**config.mk**
```make
export PLATFORM = sky130hd
export DESIGN_NAME = ex_mem_skid_reg
export DESIGN_NICKNAME = d
export VERILOG_FILES = /design/src/rtl/ex_mem_skid_reg.sv
export SDC_FILE = /design/constraint.sdc
export NUM_CORES = 1
export LEC_CHECK = 0
export ABC_AREA = 0
export BUFFER_PORTS_ARGS = -buffer_cell sky130_fd_sc_hd__clkbuf_2
export CAP_MARGIN = 20
export CORE_ASPECT_RATIO = 1.4
export CORE_UTILIZATION = 39
export DETAILED_ROUTE_END_ITERATION = 16
export GPL_TIMING_DRIVEN = 0
export PLACE_DENSITY = 0.66
export SYNTH_ARGS = -nofsm -noshare
export SYNTH_HDL_FRONTEND = slang
export SYNTH_SLANG_ARGS = --single-unit
```
**constraint.sdc**
```tcl
create_clock -name clk -period 15.72 [get_ports clk]
set_clock_uncertainty 0.2 [all_clocks]
set_input_delay 2.358 -clock clk [delete_from_list [all_inputs] [get_ports clk]]
set_output_delay 2.358 -clock clk [all_outputs]
set_load 0.02 [all_outputs]
```
**src/rtl/ex_mem_skid_reg.sv**
```systemverilog
// EX->MEM pipeline register with a two-entry skid buffer.
// Every output comes from a flop, so MEM stalls never reach EX through a combinational ready path.
module ex_mem_skid_reg #(
    parameter int DATA_W = 32,
    parameter int REG_W  = 5,
    parameter int CTRL_W = 4
) (
    input  logic              clk,
    input  logic              rst,
    input  logic              flush,
    input  logic              in_valid,
    output logic              in_ready,
    input  logic [DATA_W-1:0] in_result,
    input  logic [DATA_W-1:0] in_store,
    input  logic [REG_W-1:0]  in_rd,
    input  logic [CTRL_W-1:0] in_ctrl,
    input  logic [4:0]        in_flags,
    output logic              out_valid,
    input  logic              out_ready,
    output logic [DATA_W-1:0] out_result,
    output logic [DATA_W-1:0] out_store,
    output logic [REG_W-1:0]  out_rd,
    output logic [CTRL_W-1:0] out_ctrl,
    output logic [4:0]        out_flags
);

    typedef struct packed {
        logic [DATA_W-1:0] result;
        logic [DATA_W-1:0] store;
        logic [REG_W-1:0]  rd;
        logic [CTRL_W-1:0] ctrl;
        logic [4:0]        flags;
    } beat_t;

    typedef enum logic [1:0] {
        EMPTY = 2'd0,
        ONE   = 2'd1,
        FULL  = 2'd2
    } state_t;

    state_t state;
    beat_t  main_q;
    beat_t  skid_q;
    beat_t  in_beat;

    assign in_beat = '{result: in_result, store: in_store, rd: in_rd,
                       ctrl: in_ctrl, flags: in_flags};

    // in_ready is only low in FULL, where no input is ever accepted,
    // so in_valid alone stands in for in_xfer in EMPTY and ONE.
    always_ff @(posedge clk or posedge rst) begin
        if (rst) begin
            state     <= EMPTY;
            main_q    <= '0;
            skid_q    <= '0;
            out_valid <= 1'b0;
            in_ready  <= 1'b1;
        end else if (flush) begin
            state     <= EMPTY;
            out_valid <= 1'b0;
            in_ready  <= 1'b1;
        end else begin
            case (state)
                EMPTY: begin
                    if (in_valid) begin
                        main_q    <= in_beat;
                        state     <= ONE;
                        out_valid <= 1'b1;
                    end
                end
                ONE: begin
                    if (in_valid && out_ready) begin
                        main_q <= in_beat;
                    end else if (in_valid) begin
                        skid_q   <= in_beat;
                        state    <= FULL;
                        in_ready <= 1'b0;
                    end else if (out_ready) begin
                        state     <= EMPTY;
                        out_valid <= 1'b0;
                    end
                end
                FULL: begin
                    if (out_ready) begin
                        main_q   <= skid_q;
                        state    <= ONE;
                        in_ready <= 1'b1;
                    end
                end
                default: begin
                    state     <= EMPTY;
                    out_valid <= 1'b0;
                    in_ready  <= 1'b1;
                end
            endcase
        end
    end

    assign out_result = main_q.result;
    assign out_store  = main_q.store;
    assign out_rd     = main_q.rd;
    assign out_ctrl   = main_q.ctrl;
    assign out_flags  = main_q.flags;

endmodule
```
After elaboration in Yosys (flattened, before gate mapping)
Cells that the tools add are included.
{"block": "word_totals", "regBits": 160, "in_bits": 83, "output_inout_bits": 80, "wordCells": 59}
{"block": "op_classes", "eq_ne": 14, "muxes": 22, "bitwise": 2, "reduce_logical": 8}
{"cell": "$mux 78", "n": 3}
{"cell": "$pmux 78 s3", "n": 1}
{"cell": "$ne 3x3->1 const B", "n": 6}
{"cell": "$mux 2", "n": 6}
{"cell": "$reduce_and 4->1", "n": 3}
{"cell": "$ne 2x2->1 const B", "n": 5}
{"cell": "$reduce_and 5->1", "n": 2}
{"cell": "$mux 1", "n": 9}
{"cell": "$pmux 1 s3", "n": 2}
{"cell": "$pmux 2 s3", "n": 1}
{"cell": "$ne 4x4->1 const B", "n": 1}
{"cell": "$reduce_bool 3->1", "n": 1}
{"cell": "$eq 2x1->1 const B", "n": 1}
{"cell": "$eq 2x2->1 const B", "n": 1}
{"cell": "$logic_not 2->1", "n": 1}
{"cell": "$not 1->1", "n": 2}
{"cell": "$logic_and 1x1->1", "n": 1}

Logic depth before layout (Yosys ltp)
{"block": "logic_depth", "ltp_word": 5, "ltp_mapped": 7, "mapped_depth_nobuf": 4}

Worst setup path after synthesis
Ideal clock, no wire load.
{"block": "synth_path", "kind": "in2reg", "from": "in out_ready", "to": "reg skid_q[36] in the netlist's numbering", "setup_time_ps": 125, "arrival_ps": 3449, "required_time_ps": 15395, "slack_ps": 11946, "cell_stages": 5, "n_path_buf": 2, "cell_sequence": "nand2b_2 -> nor3_4 -> buf_4 -> buf_4 -> mux2_2"}
{"block": "synth_via", "elab_chain_cells": 3}
{"element": "start: declaration", "line": "19", "text": "input logic out_ready,"}
{"element": "$logic_and 1x1->1", "line": "72", "text": "if (in_valid && out_ready) begin"}
{"element": "$not 1->1 (no line)"}
{"element": "$reduce_and 4->1 (no line)"}
{"element": "end signal: assignment", "line": "75", "text": "skid_q <= in_beat;"}
{"element": "end: declaration", "line": "43", "text": "beat_t skid_q;"}
No other way between the ends.
A chain may end at the register's enable or synchronous reset.

Worst setup path after layout
{"block": "layout_path", "from": "in out_ready", "to": "reg skid_q[43] in the netlist's numbering"}
Same word-level chain as after synthesis.

==> flow_summary.json <==
{
  "cp-start-kind": "primary input",
  "path_buf_inv": 3,
  "clkTransAtPathRegs_ns": 0.06,
  "core.rowCount": 57,
  "maxCapViolations": 0,
  "post_cts_buffers": 0,
  "clk_latency_ns": 0.42,
  "async_reset_ff_frac": 1.00,
  "cts-resized-gates": 0,
  "setup_violations": 0,
  "cts_buffer_depth": 2,
  "port_buffers": 162,
  "ctsHtreeMaxLevel": 4,
  "syn_nets": 688,
  "p_int_uw": 945,
  "die_area_mm2": 0.0186,
  "cp_cell_sequence": "clkbuf_2 > nand2b_2 > nor3_4 > buf_4 > buf_4 > mux2_2",
  "slew_viol_final": 0,
  "stdcell_count": 1036,
  "grt_usage": 0.176,
  "drt_iter0_drc": 216,
  "ys_types": 27,
  "cts-buffers-inserted": 17,
  "syn_to_final_growth_pct": 25.7,
  "switching_share": 0.270,
  "ioPinCount": 163,
  "cp_max_fo": 10,
  "post_dp_cell_area_mm2": 0.00819,
  "timing.final.crit_share": 0.243,
  "crit_family": "buffers and inverters",
  "ys_top_cells_by_area": "dfrtp_1 56%, mux2_2 22%, nand2_1 12%",
  "cts_tree": "done",
  "yosysTopAreaCell": "dfrtp_1",
  "cts_root_buf": "clkbuf_16",
  "grt_overflow": 0,
  "syn-instance-count": 605,
  "ys.flop_type": "dfrtp_1",
  "fp.dieH_um": 161,
  "routedWlPerCell_um": 14.9,
  "yosys-top-cells-count": "234 x nand2_1, 159 x dfrtp_1, 136 x mux2_2, 20 x mux2_4, 16 x buf_2",
  "first_pass_iters": 4,
  "synth.avg_cell_area_um2": 11.7,
  "ys.warnings.count": 0,
  "vias": 4875,
  "power_density_mw_per_mm2": 146,
  "crit_type": "in -> reg",
  "status": "completed",
  "crit_slowest_cell": "nor3_4",
  "switchingPower_uw": 349,
  "worst_slew_pin_slew_ns": 0.628,
  "fmax_mhz": 261,
  "worstPathRequired_ns": 15.82,
  "layout_min_cycle_time_ns": 3.83,
  "synth_top_area_share": 0.564,
  "power.leakage_uw": 0.00446,
  "grt_pass1_vias": 4909,
  "end_kind": "flop",
  "hp-class": "reg -> reg",
  "slew_headroom": 0.581,
  "place_hpwl_mm": 11.0,
  "worst-endpoint-arrival_ns": 3.93,
  "antenna_cells": 0,
  "routed_wl_mm": 15.5,
  "hold_buffers": 0,
  "drc": 0,
  "netlist_area_mm2": 0.00705,
  "fin_area_mm2": 0.00886,
  "pwr-share-clk": 0.366,
  "core_mm2": 0.0175,
  "rsz0062_at_grt": "no",
  "viasPerCell": 4.71,
  "grt_max_degree": 88,
  "fillers": 1618,
  "ant_nets": 0,
  "dp.cells": 1004,
  "worst_path_most_repeated_cell": "buf_4",
  "gp_congestion": 0.736,
  "start_util": 0.402,
  "fin_nets": 870,
  "finalHoldViolCount": 0,
  "ys_ff_latch": 160,
  "antenna_found_initial": 0,
  "cpPeakStageDelay_ns": 0.35,
  "grt_pass1_wl_mm": 25.1,
  "yosysSeqAreaShare": 0.568,
  "die_w_um": 116,
  "finalSetupTns_ns": 0,
  "yosysMostFrequentCell": "nand2_1",
  "pwr-share-comb": 0.198,
  "drive_gt1_frac": 0.473,
  "p_seq_frac": 0.436,
  "peakVddDrop_mv": 0.0648,
  "synth_edf_count": 0,
  "clkSinkCount": 160
}
layout make-up:
cell class                 count  area [um^2]  share of cell area
buffer                        34          178              0.0200
clock buffer                  19          443              0.0500
clock inverter                13          230              0.0260
inverter                       1         11.3             0.00127
multi-input combinational    410         2860               0.323
sequential                   160         4010               0.452
tap                          236          295              0.0333
timing repair buffer         163          838              0.0946
cells in the final DEF, fill, tap and decap left out:
master	instances
nand2_1	234
a22oi_2	1
nand2b_1	4
dfstp_2	1
inv_6	3
o22ai_1	1
o21a_1	1
clkbuf_2	162
xor2_1	1
nand3b_1	1
buf_16	1
bufinv_16	6
clkinv_2	3
clkinv_4	1
buf_4	2
nor2b_1	2
nand2b_2	1
clkbuf_1	13
a21oi_1	1
buf_6	3
mux2_4	20
clkbuf_16	17
buf_2	16
nor3_4	1
nor3_1	1
nor2_1	1
or2_2	1
mux2_2	136
nor2_4	1
dfrtp_1	159
inv_8	1
buf_1	1
o21bai_1	1
clkbuf_8	1
a2bb2oi_1	1
power by group through the flow:
stage | sequential (uW) | clock, uW | combinational [uW]
floorplan | 613 | 0 | 128
global route | 579 | 501 | 278
global placement | 568 | 0 | 254
CTS | 565 | 485 | 261
finish | 564 | 473 | 256
detailed placement | 572 | 0 | 260
worst paths after layout:
path / start / endpoint / slack (ns) / cells past startpoint
worst min-delay path: skid_q[69]$_DFFE_PP0P_ / skid_q[69]$_DFFE_PP0P_ / 0.30 / 1
min in group asynchronous: rst / out_store[9]$_DFFE_PP0P_ / 1.81 / 2
worst max-delay path: out_ready / skid_q[43]$_DFFE_PP0P_ / 11.89 / 6
max in group asynchronous: rst / out_result[13]$_DFFE_PP0P_ / 12.71 / 3
worst max register to register: state[1]$_DFFE_PP0P_ / skid_q[43]$_DFFE_PP0P_ / 13.52 / 5
worst min register to register: skid_q[69]$_DFFE_PP0P_ / skid_q[69]$_DFFE_PP0P_ / 0.30 / 1
sequential cells by signal, indices dropped and copies added (netlist names):
register,flops
state,2
out_flags,5
out_ctrl,4
skid_q,78
out_store,32
in_ready,1
out_result,32
out_valid,1
out_rd,5
worst reg2reg max path, delay by kind of cell, from the launching register on:
kind	cells	cell delay [ns]
flops	1	0.43
simple gates	2	0.61
buf+inv	2	0.50
mux	1	0.35
kinds of logic after synthesis:
kind of cell	after synthesis	synth area share
compound gates	6	0.00675
xor+xnor	1	0.00124
buf+inv	35	0.0257
flops	160	0.568
mux	156	0.260
simple gates	247	0.138
routing by layer:
layer / vias up / track usage / routed length, um / share of wire
li1: 2357 / - / - / -
met1: 2397 / 0.210 / 6510 / 0.42
met2: 107 / 0.305 / 8070 / 0.52
met3: 14 / 0.0477 / 687 / 0.044
met4: 0 / 0.0559 / 205 / 0.013
met5: - / 0 / 0 / 0
stage by stage:
| step | power [uW] | utilization | setup WS (ns) | hold slack [ns] |
|---|---|---|---|---|
| detailed placement | 833 | 0.467 | 11.45 | 0.293 |
| global placement | 822 | 0.465 | 6.75 | 0.288 |
| floorplan | 742 | - | 8.84 | 0.280 |
| finish | 1290 | 0.505 | 11.89 | 0.304 |
| global route | 1360 | 0.505 | 11.83 | 0.319 |
| CTS | 1310 | 0.505 | 11.90 | 0.309 |
Note: power is estimated with default switching activity, not from simulation.
